[src/rtl/int_rs_age_if.sv]
// Dispatch, CDB wakeup and issue signals of the integer reservation station.
// The slave modport is the station's view; the master modport is its environment.
interface int_rs_age_if #(
  parameter int CDB_WIDTH = 2,
  parameter int PRF_IDX   = 6,
  parameter int ROB_IDX   = 5,
  parameter int PAYLOAD_W = 64
);
  logic                           disp_valid;
  logic                           disp_ready;
  logic [PRF_IDX-1:0]             disp_rs1_phy;
  logic [PRF_IDX-1:0]             disp_rs2_phy;
  logic                           disp_rs1_rdy;
  logic                           disp_rs2_rdy;
  logic                           disp_rs1_used;
  logic                           disp_rs2_used;
  logic [ROB_IDX-1:0]             disp_rob_id;
  logic [PAYLOAD_W-1:0]           disp_payload;
  logic [CDB_WIDTH-1:0]           cdb_valid;
  logic [CDB_WIDTH*PRF_IDX-1:0]   cdb_rd_phy;
  logic                           iss_valid;
  logic                           iss_ready;
  logic [PRF_IDX-1:0]             iss_rs1_phy;
  logic [PRF_IDX-1:0]             iss_rs2_phy;
  logic [ROB_IDX-1:0]             iss_rob_id;
  logic [PAYLOAD_W-1:0]           iss_payload;

  modport master (
    output disp_valid, disp_rs1_phy, disp_rs2_phy, disp_rs1_rdy, disp_rs2_rdy,
           disp_rs1_used, disp_rs2_used, disp_rob_id, disp_payload,
           cdb_valid, cdb_rd_phy, iss_ready,
    input  disp_ready, iss_valid, iss_rs1_phy, iss_rs2_phy, iss_rob_id, iss_payload
  );

  modport slave (
    input  disp_valid, disp_rs1_phy, disp_rs2_phy, disp_rs1_rdy, disp_rs2_rdy,
           disp_rs1_used, disp_rs2_used, disp_rob_id, disp_payload,
           cdb_valid, cdb_rd_phy, iss_ready,
    output disp_ready, iss_valid, iss_rs1_phy, iss_rs2_phy, iss_rob_id, iss_payload
  );
endinterface

[src/rtl/int_rs_age.sv]
// Age-ordered integer reservation station: oldest-ready select via an age matrix.
// Optional INT_RS_CDB_SELECT_BYPASS_EN lets same-cycle CDB wakeups feed select.
module int_rs_age #(
  parameter int DEPTH     = 8,
  parameter int CDB_WIDTH = 2,
  parameter int PRF_IDX   = 6,
  parameter int ROB_IDX   = 5,
  parameter int PAYLOAD_W = 64
) (
  input  logic                       clk,
  input  logic                       rst,
  input  logic                       flush,
  int_rs_age_if.slave                bus,
  output logic [$clog2(DEPTH+1)-1:0] occupancy
);
  localparam int OCC_W = $clog2(DEPTH+1);
  localparam int IDX_W = $clog2(DEPTH);

  logic [DEPTH-1:0]     valid_q, rs1_rdy_q, rs2_rdy_q;
  logic [PRF_IDX-1:0]   rs1_phy_q [DEPTH];
  logic [PRF_IDX-1:0]   rs2_phy_q [DEPTH];
  logic [ROB_IDX-1:0]   rob_q [DEPTH];
  logic [PAYLOAD_W-1:0] payload_q [DEPTH];
  // older_q[i][j] set means entry i was written before entry j
  logic [DEPTH-1:0]     older_q [DEPTH];

  logic [DEPTH-1:0]     rs1_wake, rs2_wake, cand, sel;
  logic [IDX_W-1:0]     sel_idx, free_idx;
  logic                 found, accept, load, take;
  logic                 disp_r1, disp_r2;
  logic [OCC_W-1:0]     occ_q;
  logic                 iss_valid_q;
  logic [PRF_IDX-1:0]   iss_rs1_q, iss_rs2_q;
  logic [ROB_IDX-1:0]   iss_rob_q;
  logic [PAYLOAD_W-1:0] iss_payload_q;

  function automatic logic cdb_hit(input logic [PRF_IDX-1:0] tag,
                                   input logic [CDB_WIDTH-1:0] cv,
                                   input logic [CDB_WIDTH*PRF_IDX-1:0] cp);
    logic hit;
    hit = 1'b0;
    for (int k = 0; k < CDB_WIDTH; k++)
      if (cv[k] && cp[k*PRF_IDX +: PRF_IDX] == tag) hit = 1'b1;
    return hit;
  endfunction

  always_comb begin
    rs1_wake = '0;
    rs2_wake = '0;
    cand     = '0;
    for (int i = 0; i < DEPTH; i++) begin
      rs1_wake[i] = cdb_hit(rs1_phy_q[i], bus.cdb_valid, bus.cdb_rd_phy);
      rs2_wake[i] = cdb_hit(rs2_phy_q[i], bus.cdb_valid, bus.cdb_rd_phy);
`ifdef INT_RS_CDB_SELECT_BYPASS_EN
      cand[i] = valid_q[i] && (rs1_rdy_q[i] || rs1_wake[i]) && (rs2_rdy_q[i] || rs2_wake[i]);
`else
      cand[i] = valid_q[i] && rs1_rdy_q[i] && rs2_rdy_q[i];
`endif
    end
  end

  // A candidate wins when no other candidate is older than it
  always_comb begin
    sel      = '0;
    sel_idx  = '0;
    free_idx = '0;
    for (int i = 0; i < DEPTH; i++) begin
      sel[i] = cand[i];
      for (int j = 0; j < DEPTH; j++)
        if (j != i && cand[j] && older_q[j][i]) sel[i] = 1'b0;
    end
    for (int i = DEPTH-1; i >= 0; i--) begin
      if (sel[i]) sel_idx = IDX_W'(i);
      if (!valid_q[i]) free_idx = IDX_W'(i);
    end
  end

  assign found          = |cand;
  assign bus.disp_ready = (occ_q < OCC_W'(DEPTH));
  assign accept         = bus.disp_valid && bus.disp_ready && !flush;
  assign load           = !iss_valid_q || bus.iss_ready;
  assign take           = load && found && !flush;
  assign disp_r1 = bus.disp_rs1_rdy || !bus.disp_rs1_used ||
                   cdb_hit(bus.disp_rs1_phy, bus.cdb_valid, bus.cdb_rd_phy);
  assign disp_r2 = bus.disp_rs2_rdy || !bus.disp_rs2_used ||
                   cdb_hit(bus.disp_rs2_phy, bus.cdb_valid, bus.cdb_rd_phy);

  always_ff @(posedge clk or negedge rst) begin
    if (!rst) begin
      valid_q   <= '0;
      rs1_rdy_q <= '0;
      rs2_rdy_q <= '0;
      for (int i = 0; i < DEPTH; i++) older_q[i] <= '0;
    end else if (flush) begin
      valid_q <= '0;
    end else begin
      rs1_rdy_q <= rs1_rdy_q | rs1_wake;
      rs2_rdy_q <= rs2_rdy_q | rs2_wake;
      if (take) valid_q[sel_idx] <= 1'b0;
      if (accept) begin
        valid_q[free_idx]   <= 1'b1;
        rs1_rdy_q[free_idx] <= disp_r1;
        rs2_rdy_q[free_idx] <= disp_r2;
        for (int j = 0; j < DEPTH; j++)
          if (IDX_W'(j) != free_idx) older_q[j][free_idx] <= 1'b1;
        older_q[free_idx] <= '0;
      end
    end
  end

  always_ff @(posedge clk) begin
    if (accept) begin
      rs1_phy_q[free_idx] <= bus.disp_rs1_phy;
      rs2_phy_q[free_idx] <= bus.disp_rs2_phy;
      rob_q[free_idx]     <= bus.disp_rob_id;
      payload_q[free_idx] <= bus.disp_payload;
    end
  end

  // Issue slot only reloads when empty or being consumed, so data holds under backpressure
  always_ff @(posedge clk or negedge rst) begin
    if (!rst) begin
      iss_valid_q   <= 1'b0;
      iss_rs1_q     <= '0;
      iss_rs2_q     <= '0;
      iss_rob_q     <= '0;
      iss_payload_q <= '0;
    end else if (flush) begin
      iss_valid_q <= 1'b0;
    end else if (load) begin
      iss_valid_q <= found;
      if (found) begin
        iss_rs1_q     <= rs1_phy_q[sel_idx];
        iss_rs2_q     <= rs2_phy_q[sel_idx];
        iss_rob_q     <= rob_q[sel_idx];
        iss_payload_q <= payload_q[sel_idx];
      end
    end
  end

  always_ff @(posedge clk or negedge rst) begin
    if (!rst)       occ_q <= '0;
    else if (flush) occ_q <= '0;
    else            occ_q <= occ_q + OCC_W'(accept) - OCC_W'(take);
  end

  assign occupancy       = occ_q;
  assign bus.iss_valid   = iss_valid_q;
  assign bus.iss_rs1_phy = iss_rs1_q;
  assign bus.iss_rs2_phy = iss_rs2_q;
  assign bus.iss_rob_id  = iss_rob_q;
  assign bus.iss_payload = iss_payload_q;
endmodule

[src/flat_wrapper.sv]
// flat-port wrapper written by rule: the top's interface ports become plain ports
module int_rs_age_flat 
#(
  parameter int DEPTH     = 8,
  parameter int CDB_WIDTH = 2,
  parameter int PRF_IDX   = 6,
  parameter int ROB_IDX   = 5,
  parameter int PAYLOAD_W = 64
)
  (clk, rst, flush, occupancy, bus_disp_valid, bus_disp_rs1_phy, bus_disp_rs2_phy, bus_disp_rs1_rdy, bus_disp_rs2_rdy, bus_disp_rs1_used, bus_disp_rs2_used, bus_disp_rob_id, bus_disp_payload, bus_cdb_valid, bus_cdb_rd_phy, bus_iss_ready, bus_disp_ready, bus_iss_valid, bus_iss_rs1_phy, bus_iss_rs2_phy, bus_iss_rob_id, bus_iss_payload);
  int_rs_age_if #(.CDB_WIDTH(CDB_WIDTH), .PRF_IDX(PRF_IDX), .ROB_IDX(ROB_IDX), .PAYLOAD_W(PAYLOAD_W)) bus_i ();
  input  logic clk;
  input  logic rst;
  input  logic flush;
  output logic [$clog2(DEPTH+1)-1:0] occupancy;
  input wire logic [$bits(bus_i.disp_valid)-1:0] bus_disp_valid;
  input wire logic [$bits(bus_i.disp_rs1_phy)-1:0] bus_disp_rs1_phy;
  input wire logic [$bits(bus_i.disp_rs2_phy)-1:0] bus_disp_rs2_phy;
  input wire logic [$bits(bus_i.disp_rs1_rdy)-1:0] bus_disp_rs1_rdy;
  input wire logic [$bits(bus_i.disp_rs2_rdy)-1:0] bus_disp_rs2_rdy;
  input wire logic [$bits(bus_i.disp_rs1_used)-1:0] bus_disp_rs1_used;
  input wire logic [$bits(bus_i.disp_rs2_used)-1:0] bus_disp_rs2_used;
  input wire logic [$bits(bus_i.disp_rob_id)-1:0] bus_disp_rob_id;
  input wire logic [$bits(bus_i.disp_payload)-1:0] bus_disp_payload;
  input wire logic [$bits(bus_i.cdb_valid)-1:0] bus_cdb_valid;
  input wire logic [$bits(bus_i.cdb_rd_phy)-1:0] bus_cdb_rd_phy;
  input wire logic [$bits(bus_i.iss_ready)-1:0] bus_iss_ready;
  output wire logic [$bits(bus_i.disp_ready)-1:0] bus_disp_ready;
  output wire logic [$bits(bus_i.iss_valid)-1:0] bus_iss_valid;
  output wire logic [$bits(bus_i.iss_rs1_phy)-1:0] bus_iss_rs1_phy;
  output wire logic [$bits(bus_i.iss_rs2_phy)-1:0] bus_iss_rs2_phy;
  output wire logic [$bits(bus_i.iss_rob_id)-1:0] bus_iss_rob_id;
  output wire logic [$bits(bus_i.iss_payload)-1:0] bus_iss_payload;
  assign bus_i.disp_valid = bus_disp_valid;
  assign bus_i.disp_rs1_phy = bus_disp_rs1_phy;
  assign bus_i.disp_rs2_phy = bus_disp_rs2_phy;
  assign bus_i.disp_rs1_rdy = bus_disp_rs1_rdy;
  assign bus_i.disp_rs2_rdy = bus_disp_rs2_rdy;
  assign bus_i.disp_rs1_used = bus_disp_rs1_used;
  assign bus_i.disp_rs2_used = bus_disp_rs2_used;
  assign bus_i.disp_rob_id = bus_disp_rob_id;
  assign bus_i.disp_payload = bus_disp_payload;
  assign bus_i.cdb_valid = bus_cdb_valid;
  assign bus_i.cdb_rd_phy = bus_cdb_rd_phy;
  assign bus_i.iss_ready = bus_iss_ready;
  assign bus_disp_ready = bus_i.disp_ready;
  assign bus_iss_valid = bus_i.iss_valid;
  assign bus_iss_rs1_phy = bus_i.iss_rs1_phy;
  assign bus_iss_rs2_phy = bus_i.iss_rs2_phy;
  assign bus_iss_rob_id = bus_i.iss_rob_id;
  assign bus_iss_payload = bus_i.iss_payload;
  int_rs_age #(.DEPTH(DEPTH), .CDB_WIDTH(CDB_WIDTH), .PRF_IDX(PRF_IDX), .ROB_IDX(ROB_IDX), .PAYLOAD_W(PAYLOAD_W)) u_core (.clk(clk), .rst(rst), .flush(flush), .bus(bus_i), .occupancy(occupancy));
endmodule
[config.mk]
export PLATFORM = sky130hd
export DESIGN_NAME = int_rs_age_flat
export DESIGN_NICKNAME = d
export VERILOG_FILES = /design/src/rtl/int_rs_age_if.sv /design/src/rtl/int_rs_age.sv /design/src/flat_wrapper.sv
export SDC_FILE = /design/constraint.sdc
export NUM_CORES = 1
export LEC_CHECK = 0
export BUFFER_PORTS_ARGS = -buffer_cell sky130_fd_sc_hd__buf_2
export CAP_MARGIN = 20
export CORE_UTILIZATION = 40
export CTS_BUF_LIST = sky130_fd_sc_hd__clkbuf_4
export CTS_CLUSTER_DIAMETER = 60
export CTS_CLUSTER_SIZE = 8
export DETAILED_ROUTE_END_ITERATION = 12
export PLACE_DENSITY_LB_ADDON = 0.1
export SYNTH_ARGS = -nofsm -noshare
export SYNTH_HDL_FRONTEND = slang
export SYNTH_SLANG_ARGS = --single-unit
[constraint.sdc]
create_clock -name clk -period 6.33 [get_ports clk]
set_input_delay 1.266 -clock clk [delete_from_list [all_inputs] [get_ports clk]]
set_output_delay 1.266 -clock clk [all_outputs]
set_load 0.1 [all_outputs]
==> impl_metrics.csv, run 1 <==
group,metric,value,unit
clocking,cts-htree-levels,3,
run,max_cap_violations,0,
synthesis,synth-seq-cells,814,
sta,report.final.hold_viol_count,0,
critical_path,critPathMaxFanout,66,
synthesis,synth_fp_nets,2836,
sta,unrepaired_setup_endpoints_after_global_routing,"false",
power,ir_drop,0.000375,V
synthesis,synth_edf_count,648,
sta,timing.clock.skew,0.0760,ns
critical_path,timing.critical_path.arrival,5.39,ns
synthesis,synth.cell_area,35400,µm²
synthesis,syn-instance-count,2727,
critical_path,critPathLaunchType,"flip-flop",
sta,max_freq,216,MHz
outcome,result_of_the_run,"completed",
place,dp_hpwl,61.5,mm
critical_path,worst_path_cell_trace,"and3_1, o2111ai_1, a2111o_2, buf_4, o211ai_4, buf_4, o32ai_1, a221oi_1, a211oi_2",
floorplan,initial_core_util,40.6,%
clocking,postCtsSetupBuffers,0,
clocking,cts_buffer_depth,3,
clocking,tritoncts.num_buffers,114,
synthesis,ys_warn_count,0,
critical_path,endpoint_kind,"flip-flop",
critical_path,worst-r2r-cell-count,9,
detailed_routing,route.final.wire_length,110,mm
detailed_routing,drt-pass1-iter-count,5,
synthesis,synth-seq-area-share,66.6,%
power,power.leakage,13.6,nW
floorplan,dieWidth,300,µm
critical_path,worstReg2RegStart,"u_core.valid_q[0]",
sta,timing_max_transition_violations_final,0,
critical_path,regToRegSetupSlack,1.70,ns
sta,min_period_over_period,73.1,%
global_routing,grt_antenna_before_repair,6,
global_routing,global_route.overflow_total,0,
detailed_routing,drt_via_density,5.93,
layout,layout.cells.most_common_list,"648 x sky130_fd_sc_hd__edfxtp_1, 265 x sky130_fd_sc_hd__inv_1, 195 x sky130_fd_sc_hd__clkbuf_4, 189 x sky130_fd_sc_hd__buf_2, 182 x sky130_fd_sc_hd__nor2_1",
sta,finalWorstPathRequiredPeriod,4.63,ns
clocking,cts_root_buffer,"sky130_fd_sc_hd__clkbuf_4",
sta,tightest_slew,1.21,ns
detailed_routing,detail-route-antenna-nets,0,
layout,final_net_count,2958,
synthesis,syn_area_per_cell,13.0,µm²
critical_path,worst_ep_required_time,7.09,ns
layout,final_layout_size_suffix_gt1_share,16.8,%
floorplan,ioPinCount,191,
place,numPlacedInstances,3888,
layout,layout.cells.most_common,"sky130_fd_sc_hd__edfxtp_1",
floorplan,floorplan.die.height,300,µm
layout,filler_cell_count,8050,
detailed_routing,drc,0,
power,powerDensity,356,nW/µm²
synthesis,synthFlopType,"sky130_fd_sc_hd__edfxtp_1",
critical_path,critical_path_class,"flip-flop to flip-flop",
synthesis,asyncSetResetFlopFracSynth,20.4,%
clocking,clk-insertion-delay-late,0.93,ns
floorplan,floorplan.die_area,89800,µm²
global_routing,grt_max_degree,119,
clocking,tritoncts_clock_tree,"done",
clocking,cts.hold.buffers_added,0,
layout,fin_cells,4098,
critical_path,crit_slowest_cell,"sky130_fd_sc_hd__buf_4",
critical_path,cpMostUsedCell,"sky130_fd_sc_hd__buf_4",
layout,areaGrowthSynthToFinish,9.95,%
floorplan,core_area,87300,µm²
global_routing,global_route.usage.total,24.4,%
sta,setup_viol,0,
critical_path,rr_endpoint,"u_core.bus.iss_payload[3]",
detailed_routing,wl_per_cell,26.9,µm
place,port_buffers,190,
critical_path,critical-path-max-stage-delay,0.86,ns
detailed_routing,vias,24300,
clocking,clk_pin_slew_worst_paths,0.09,ns
floorplan,std_cell_rows,108,
clocking,clock_sinks,814,
min_path,hp-class,"primary input to async pin",
global_routing,grt_first_pass_wirelength,165,mm
sta,timing.setup.tns,0,ns
clocking,ctsResizeCount,0,
synthesis,yosys.cell_types.count,65,
place,place.gp.congestion,0.880,
global_routing,number_of_global_route_vias_before_repair,25100,
detailed_routing,detail_route.iter0.violations,2299,
sta,timing.max_slew.rel_slack,17.5,%
[Yosys cell counts, types with 81 or more instances]
cell	count	share of area [%]
sky130_fd_sc_hd__a31oi_1	81	1.4
sky130_fd_sc_hd__nor2_1	183	1.9
sky130_fd_sc_hd__xor2_1	109	2.7
sky130_fd_sc_hd__dfrtp_1	166	12
sky130_fd_sc_hd__o21ai_0	85	1.2
sky130_fd_sc_hd__o32ai_1	81	2.0
sky130_fd_sc_hd__xnor2_1	110	2.7
sky130_fd_sc_hd__nor3_1	86	1.2
sky130_fd_sc_hd__o2111ai_1	88	2.2
sky130_fd_sc_hd__clkbuf_1	150	1.6
sky130_fd_sc_hd__edfxtp_1	648	55
sky130_fd_sc_hd__a21oi_1	125	1.8
sky130_fd_sc_hd__inv_1	272	2.9
[metal layers]
layer  share of wire (%)  GRT usage [%]  vias to the layer above
li1                    -              -                    10700
met1                  43           33.3                    12400
met2                  47           40.2                      999
met3                 6.6           3.61                      198
met4                 2.7           7.99                        4
met5               0.021              0                        -
[where the power goes]
group          leakage, nW  internal (mW)  switching [mW]
clock network        0.951           1.46            1.87
logic                 4.89          0.749            3.21
registers             7.79           6.21           0.370
total                 13.6           8.42            5.45
[worst max-delay path, delay by kind of cell, from the launching register on]
family / cells / cell delay, ns
AOI/OAI and AO/OA: 6 / 1.88
buffers and inverters: 2 / 1.40
DFF: 1 / 0.58
and+or+nand+nor: 1 / 0.40
[flip-flops by register name, indices dropped and copies added (netlist names)]
| register | flops |
|---|---|
| u_core.payload_q | 512 |
| u_core.bus.iss_payload | 64 |
| u_core.older_q | 56 |
| u_core.rs1_phy_q | 48 |
| u_core.rs2_phy_q | 48 |
| u_core.rob_q | 40 |
| u_core.rs1_rdy_q | 8 |
| u_core.rs2_rdy_q | 8 |
| u_core.valid_q | 8 |
| u_core.bus.iss_rs1_phy | 6 |
| u_core.bus.iss_rs2_phy | 6 |
| u_core.bus.iss_rob_id | 5 |
| u_core.occupancy | 4 |
| u_core.bus.iss_valid | 1 |
[final cells by class]
cell class	instances	area [µm²]	share of cell area, %
tap	1155	1450	3.71
inverter	272	1040	2.66
sequential	814	23600	60.6
timing repair buffer	238	1420	3.64
antenna	2	5.00	0.0128
multi-input combinational	1409	9870	25.3
clock inverter	13	116	0.299
clock buffer	195	1460	3.76
[cell families (layout without fill, tap and decap cells)]
logic type	after synthesis	in the layout	synth area share, %
compound gates	750	750	16.0
xor+xnor	219	219	5.41
fa+ha+maj	5	5	0.198
buf+inv	504	718	5.82
flops	814	814	66.6
other cells	0	2	0
simple gates	435	435	5.99
[stage by stage]
step | setup WS [ns] | utilization, % | instance area [µm²] | power [mW] | hold WS [ns]
after floorplan | 0.780 | - | 35400 | 9.60 | 0.447
after global placement | 1.82 | 42.8 | 37400 | 10.6 | 0.461
after detailed placement | 1.72 | 42.8 | 37400 | 10.7 | 0.464
after CTS | 1.70 | 44.6 | 39000 | 14.0 | 0.239
after global routing | 1.51 | 44.6 | 39000 | 14.4 | 0.276
final | 1.70 | 44.6 | 39000 | 13.9 | 0.289
[worst max-delay path by stage]
stage                        startpoint                    endpoint  depth (start not counted)
finish                u_core.valid_q[0]   u_core.bus.iss_payload[3]                          9
CTS                   u_core.valid_q[0]  u_core.bus.iss_payload[56]                          9
floorplan           u_core.occupancy[3]      u_core.payload_q[5][0]                          6
detailed placement    u_core.valid_q[0]   u_core.bus.iss_rs2_phy[0]                          9
global route          u_core.valid_q[0]   u_core.bus.iss_payload[5]                          9
global placement      u_core.valid_q[6]  u_core.bus.iss_payload[54]                          8
No activity file was read; power rests on OpenSTA's default activity.
==> run 2, diff against run 1 <==
clock period = 3.85 ns   (was 6.33 ns; I/O delays follow)
==> run 2 against run 1 <==
  * Cell area increased by 2.4%
  * Clock power grew 65%
  * Clock-buffer cell count up 6
  * Worst setup slack lost 1.4 ns
  * Critical path type unchanged
  * Maximum frequency grew 31%
  * Combinational power rose by 69%
  * Worst hold slack worse by 0.18 ns
  * Register-to-register slack got worse by 1.4 ns
  * Wire length grew 1.8%
  * Highest routed layer unchanged
==> impl_metrics.csv, run 2 (synthesized netlist as in run 1, its figures left out) <==
group,metric,value,unit
place,place_worst_setup_slack,0.363,ns
min_path,hp-class,"primary input to flip-flop",
global_routing,grt_first_pass_wirelength,167,mm
global_routing,grt_antenna_before_repair,13,
global_routing,global_route.overflow_total,0,
floorplan,floorplan.die.height,300,µm
detailed_routing,detail-route-antenna-nets,0,
layout,final_layout_size_suffix_gt1_share,18.8,%
detailed_routing,drt-pass1-iter-count,6,
sta,finalWorstPathRequiredPeriod,3.52,ns
critical_path,critPathMaxFanout,47,
power,powerDensity,577,nW/µm²
critical_path,critical_path_class,"flip-flop to flip-flop",
layout,layout.cells.most_common_list,"648 x sky130_fd_sc_hd__edfxtp_1, 265 x sky130_fd_sc_hd__inv_1, 201 x sky130_fd_sc_hd__clkbuf_4, 189 x sky130_fd_sc_hd__buf_2, 182 x sky130_fd_sc_hd__nor2_1",
floorplan,std_cell_rows,108,
sta,tightest_slew,1.01,ns
run,max_cap_violations,0,
sta,fin_ws,0.329,ns
critical_path,worst_ep_required_time,4.62,ns
floorplan,ioPinCount,191,
detailed_routing,drc,0,
floorplan,dieWidth,300,µm
outcome,result_of_the_run,"completed",
power,fin_total_pwr,23.0,mW
sta,max_freq,284,MHz
floorplan,floorplan.die_area,89800,µm²
power,power.leakage,14.1,nW
sta,timing_max_transition_violations_final,0,
floorplan,initial_core_util,40.6,%
layout,footprint_of_the_flip_flops_and_latches,23600,µm²
sta,min_period_over_period,91.5,%
place,port_buffers,190,
clocking,clk-insertion-delay-late,0.94,ns
critical_path,critPathLaunchType,"flip-flop",
detailed_routing,vias,24800,
sta,timing.max_slew.rel_slack,32.4,%
layout,filler_cell_count,7933,
sta,setup_viol,0,
critical_path,timing.critical_path.arrival,4.29,ns
detailed_routing,detail_route.iter0.violations,2171,
power,ir_drop,0.000632,V
place,numPlacedInstances,3953,
clocking,tritoncts.num_buffers,115,
detailed_routing,wl_per_cell,26.9,µm
sta,timing.clock.skew,0.0606,ns
place,dp_hpwl,64.8,mm
sta,report.final.hold_viol_count,0,
detailed_routing,drt_via_density,5.94,
sta,unrepaired_setup_endpoints_after_global_routing,"false",
clocking,cts_root_buffer,"sky130_fd_sc_hd__clkbuf_4",
clocking,ctsResizeCount,0,
sta,timing.setup.tns,0,ns
clocking,cts_buffer_depth,3,
clocking,tritoncts_clock_tree,"done",
global_routing,global_route.usage.total,24.8,%
floorplan,core_area,87300,µm²
detailed_routing,route.final.wire_length,112,mm
layout,largest_register,"u_core.payload_q",
layout,layout.cells.most_common,"sky130_fd_sc_hd__edfxtp_1",
global_routing,grt_max_degree,83,
layout,fin_cells,4174,
clocking,cts-htree-levels,3,
layout,final_net_count,3026,
clocking,postCtsSetupBuffers,0,
clocking,clk_pin_slew_worst_paths,0.11,ns
clocking,clock_sinks,814,
layout,largest_register_ffs,512,
layout,multi_input_area,9870,µm²
global_routing,number_of_global_route_vias_before_repair,25500,
clocking,cts.hold.buffers_added,2,
layout,areaGrowthSynthToFinish,12.6,%
critical_path,endpoint_kind,"flip-flop",
place,place.gp.congestion,0.881,
==> run 2: cell count changes in the layout (fill, tap and decap cells not counted), moves of 3 or more <==
cell / previous run / this run
sky130_fd_sc_hd__buf_4: 35 / 74
sky130_fd_sc_hd__buf_12: 9 / 39
sky130_fd_sc_hd__clkbuf_4: 195 / 201
sky130_fd_sc_hd__buf_1: 4 / 0
sky130_fd_sc_hd__diode_2: 2 / 6
sky130_fd_sc_hd__clkinv_2: 4 / 1
sky130_fd_sc_hd__clkinv_4: 0 / 3
==> run 2: critical path, stage by stage, from the launching register on <==
cell and delay, ns:
sky130_fd_sc_hd__dfrtp_1 0.63, sky130_fd_sc_hd__and3_1 0.44, sky130_fd_sc_hd__o2111ai_1 0.20, sky130_fd_sc_hd__a2111o_2 0.47
sky130_fd_sc_hd__o211ai_1 0.35, sky130_fd_sc_hd__nor2_8 0.15, sky130_fd_sc_hd__buf_12 0.25, sky130_fd_sc_hd__a2111oi_0 0.74
sky130_fd_sc_hd__a211oi_1 0.10
==> run 2: path summary, 6_finish.rpt <==
check                                   startpoint                    endpoint  slack [ns]  cells after the start
max in group asynchronous                      rst         u_core.rs2_rdy_q[5]        2.61                      3
worst max register to register   u_core.valid_q[0]  u_core.bus.iss_payload[35]        0.33                      8
min in group asynchronous                      rst  u_core.bus.iss_payload[59]        0.42                      2
worst min-delay path            bus_disp_rob_id[2]          u_core.rob_q[2][2]        0.11                      1
worst min register to register  u_core.older_q[29]          u_core.older_q[29]        0.50                      1
worst max-delay path             u_core.valid_q[0]  u_core.bus.iss_payload[35]        0.33                      8
==> run 2: layer usage <==
layer | GRT usage [%] | share of wire (%)
met5 | 0 | 0.059
met4 | 7.87 | 2.6
met1 | 33.5 | 43
met2 | 41.2 | 48
met3 | 3.86 | 6.6
==> run 2: area by class of cell <==
class,count,share of cell area (%)
flip-flops and latches,814,59.2
multi-input cells,1409,24.7
repair buffers,305,5.80
clock buffers,201,3.78
well taps,1155,3.62
inverters,272,2.60
clock inverters,12,0.235
diodes,6,0.0376
==> run 2: report_power, final <==
part           switching, mW  internal, mW  total, mW
logic                   5.33          1.38       6.71
registers              0.617          10.2       10.8
clock network           3.08          2.40       5.48
total                   9.02          14.0       23.0
==> run 2: metrics by stage <==
stage / util [%] / hold WS [ns] / cell area (µm²)
finish: 45.7 / 0.108 / 39900
global placement: 43.8 / 0.469 / 38300
floorplan: - / 0.447 / 35500
CTS: 45.7 / 0.00253 / 39900
global route: 45.7 / 0.0477 / 39900
detailed placement: 43.8 / 0.484 / 38300
==> run 3, diff against run 2 <==
CORE_UTILIZATION = 57   (was 40)
GPL_ROUTABILITY_DRIVEN = 0   (was not set)
==> run 3 against run 2 <==
  * Non-clock buffer count decreased by 19
  * Maximum frequency decreased by 3.3%
  * Clock-buffer cell count decreased by 5
  * Sequential power about the same
  * Clock skew decreased by 0.011 ns
  * Utilization increased by 18 points
  * Cell count decreased by 8.3%
  * Total power decreased by 1.3%
  * Wire length decreased by 8.4%
  * Combinational power decreased by 2%
  * Worst setup slack got worse by 0.12 ns
  * Sequential cell count unchanged
  * Critical path type unchanged
  * Critical endpoint is now u_core.bus.iss_payload[48]
  * Largest power group unchanged
==> impl_metrics.csv, run 3 (synthesized netlist as in run 1, its figures left out) <==
group,metric,value,unit
outcome,result_of_the_run,"completed",
detailed_routing,vias,25200,
critical_path,critPathLaunchType,"flip-flop",
sta,timing_max_transition_violations_final,0,
clocking,clk-insertion-delay-late,0.93,ns
global_routing,number_of_global_route_vias_before_repair,25700,
place,port_buffers,190,
detailed_routing,drt-pass1-iter-count,7,
min_path,hp-class,"primary input to flip-flop",
sta,max_freq,275,MHz
sta,min_period_over_period,94.5,%
sta,report.final.hold_viol_count,0,
critical_path,crit_slowest_cell,"sky130_fd_sc_hd__a2111oi_0",
detailed_routing,drt_via_density,6.58,
critical_path,timing.critical_path.arrival,4.39,ns
global_routing,grt_antenna_before_repair,13,
power,power.leakage,14.0,nW
floorplan,ioPinCount,191,
critical_path,worst-path-buf-inv,3,
layout,layout.cells.most_common_list,"648 x sky130_fd_sc_hd__edfxtp_1, 265 x sky130_fd_sc_hd__inv_1, 196 x sky130_fd_sc_hd__clkbuf_4, 189 x sky130_fd_sc_hd__buf_2, 182 x sky130_fd_sc_hd__nor2_1",
detailed_routing,detail_route.iter0.violations,2675,
floorplan,initial_core_util,57.5,%
global_routing,grt_max_degree,83,
critical_path,worst_path_cell_trace,"nand3_2, o2111ai_1, a2111oi_4, buf_4, a211oi_2, o21ai_4, buf_12, a2111oi_0, buf_4, a211oi_1",
layout,largest_register_ffs,512,
floorplan,dieWidth,251,µm
clocking,tritoncts_clock_tree,"done",
sta,finalWorstPathRequiredPeriod,3.64,ns
floorplan,std_cell_rows,91,
global_routing,global_route.usage.total,32.5,%
sta,timing.clock.skew,0.0497,ns
clocking,clock_sinks,814,
detailed_routing,drc,0,
power,powerDensity,579,nW/µm²
layout,final_layout_size_suffix_gt1_share,18.1,%
critical_path,worst_ep_required_time,4.60,ns
layout,final_net_count,3004,
critical_path,cpLargestDelayFamily,"compound AO/OA/AOI/OAI gates",
place,dp_hpwl,59.0,mm
floorplan,floorplan.die_area,63200,µm²
layout,largest_register,"u_core.payload_q",
critical_path,critical-path-max-stage-delay,0.77,ns
global_routing,global_route.overflow_total,0,
clocking,clk_pin_slew_worst_paths,0.12,ns
run,max_cap_violations,0,
layout,filler_cell_count,4668,
clocking,tritoncts.num_buffers,112,
clocking,cts_buffer_depth,3,
sta,timing.setup.tns,0,ns
global_routing,grt_first_pass_wirelength,155,mm
layout,layout.cells.most_common,"sky130_fd_sc_hd__edfxtp_1",
sta,setup_viol,0,
detailed_routing,wl_per_cell,26.8,µm
sta,tightest_slew,0.903,ns
detailed_routing,route.final.wire_length,103,mm
critical_path,endpoint_kind,"flip-flop",
place,postPlaceCellArea,37700,µm²
clocking,postCtsSetupBuffers,0,
critical_path,critPathMaxFanout,59,
layout,areaGrowthSynthToFinish,10.7,%
power,ir_drop,0.000821,V
critical_path,cpMostUsedCell,"sky130_fd_sc_hd__buf_4",
layout,post-route-cell-area,39200,µm²
critical_path,critical_path_class,"flip-flop to flip-flop",
clocking,cts_root_buffer,"sky130_fd_sc_hd__clkbuf_4",
clocking,cts-htree-levels,3,
sta,unrepaired_setup_endpoints_after_global_routing,"false",
sta,timing.max_slew.rel_slack,38.2,%
detailed_routing,detail-route-antenna-nets,0,
floorplan,floorplan.die.height,251,µm
floorplan,core_area,61600,µm²
## run 3: cell types whose count changed in the layout (fill, tap and decap cells not counted)
cell                            change
sky130_fd_sc_hd__clkbuf_8           -1
sky130_fd_sc_hd__clkbuf_4           -5
sky130_fd_sc_hd__clkinv_1           -4
sky130_fd_sc_hd__buf_4             -15
sky130_fd_sc_hd__nor3_1             +1
sky130_fd_sc_hd__clkinv_4           -2
sky130_fd_sc_hd__buf_12             -3
sky130_fd_sc_hd__clkinvlp_4         -1
sky130_fd_sc_hd__nor3_2             -1
sky130_fd_sc_hd__diode_2            -1
sky130_fd_sc_hd__inv_2              +3
sky130_fd_sc_hd__buf_6              +1
sky130_fd_sc_hd__dlygate4sd3_1      -1
## run 3: per-stage QoR
stage                     hold slack [ns]  std cells  worst slack [ns]  utilization, %  power [mW]
after floorplan                     0.447       2727            0.0395               -        15.8
after global placement              0.481       3617             0.347            61.2        17.4
after detailed placement            0.475       3617             0.364            61.2        17.5
after CTS                          0.0546       3822             0.351            63.7        22.8
after global routing               0.0928       3825            0.0396            63.7        23.4
final                               0.124       3827             0.210            63.7        22.7
## run 3: power by group
group	internal (mW)	switching, mW	leakage [nW]	total [mW]
clock	2.33	3.00	0.938	5.33
sequential	10.2	0.580	7.79	10.8
combinational	1.31	5.28	5.25	6.59
## run 3: routing by layer
layer	GRT usage [%]	share of wire, %
met5	0	0.078
met4	12.1	3.0
met3	6.06	9.3
met2	52.8	48
met1	43.9	40
## run 3: cell type report
type | count | area (µm²) | area share (%)
antenna | 5 | 12.5 | 0.0319
clock buffer | 196 | 1470 | 3.75
clock inverter | 8 | 66.3 | 0.169
inverter | 272 | 1040 | 2.64
multi-input combinational | 1409 | 9870 | 25.1
sequential | 814 | 23600 | 60.2
tap | 837 | 1050 | 2.67
timing repair buffer | 286 | 2130 | 5.43
## run 3: worst paths after layout
path                                           from                         end  slack (ns)  depth (start not counted)
worst max-delay path              u_core.valid_q[6]  u_core.bus.iss_payload[48]        0.21                         10
worst min-delay path            bus_disp_payload[5]      u_core.payload_q[5][5]        0.12                          1
worst max register to register    u_core.valid_q[6]  u_core.bus.iss_payload[48]        0.21                         10
worst min register to register   u_core.older_q[57]          u_core.older_q[57]        0.50                          1
max in group asynchronous                       rst   u_core.bus.iss_payload[1]        2.51                          3
min in group asynchronous                       rst   u_core.bus.iss_rs2_phy[1]        0.39                          2
## run 3: timing repair
| item | CTS | global route |
|---|---|---|
| resized for setup | 0 | 0 |
| endpoints found under the hold margin | 60 | 0 |
| hold buffers | 1 | 0 |
## run 3: worst register-to-register path, cell delays in order (launching register included)
cell	delay (ns)
sky130_fd_sc_hd__dfrtp_1	0.46
sky130_fd_sc_hd__nand3_2	0.28
sky130_fd_sc_hd__o2111ai_1	0.53
sky130_fd_sc_hd__a2111oi_4	0.16
sky130_fd_sc_hd__buf_4	0.28
sky130_fd_sc_hd__a211oi_2	0.34
sky130_fd_sc_hd__o21ai_4	0.12
sky130_fd_sc_hd__buf_12	0.24
sky130_fd_sc_hd__a2111oi_0	0.81
sky130_fd_sc_hd__buf_4	0.22
sky130_fd_sc_hd__a211oi_1	0.04
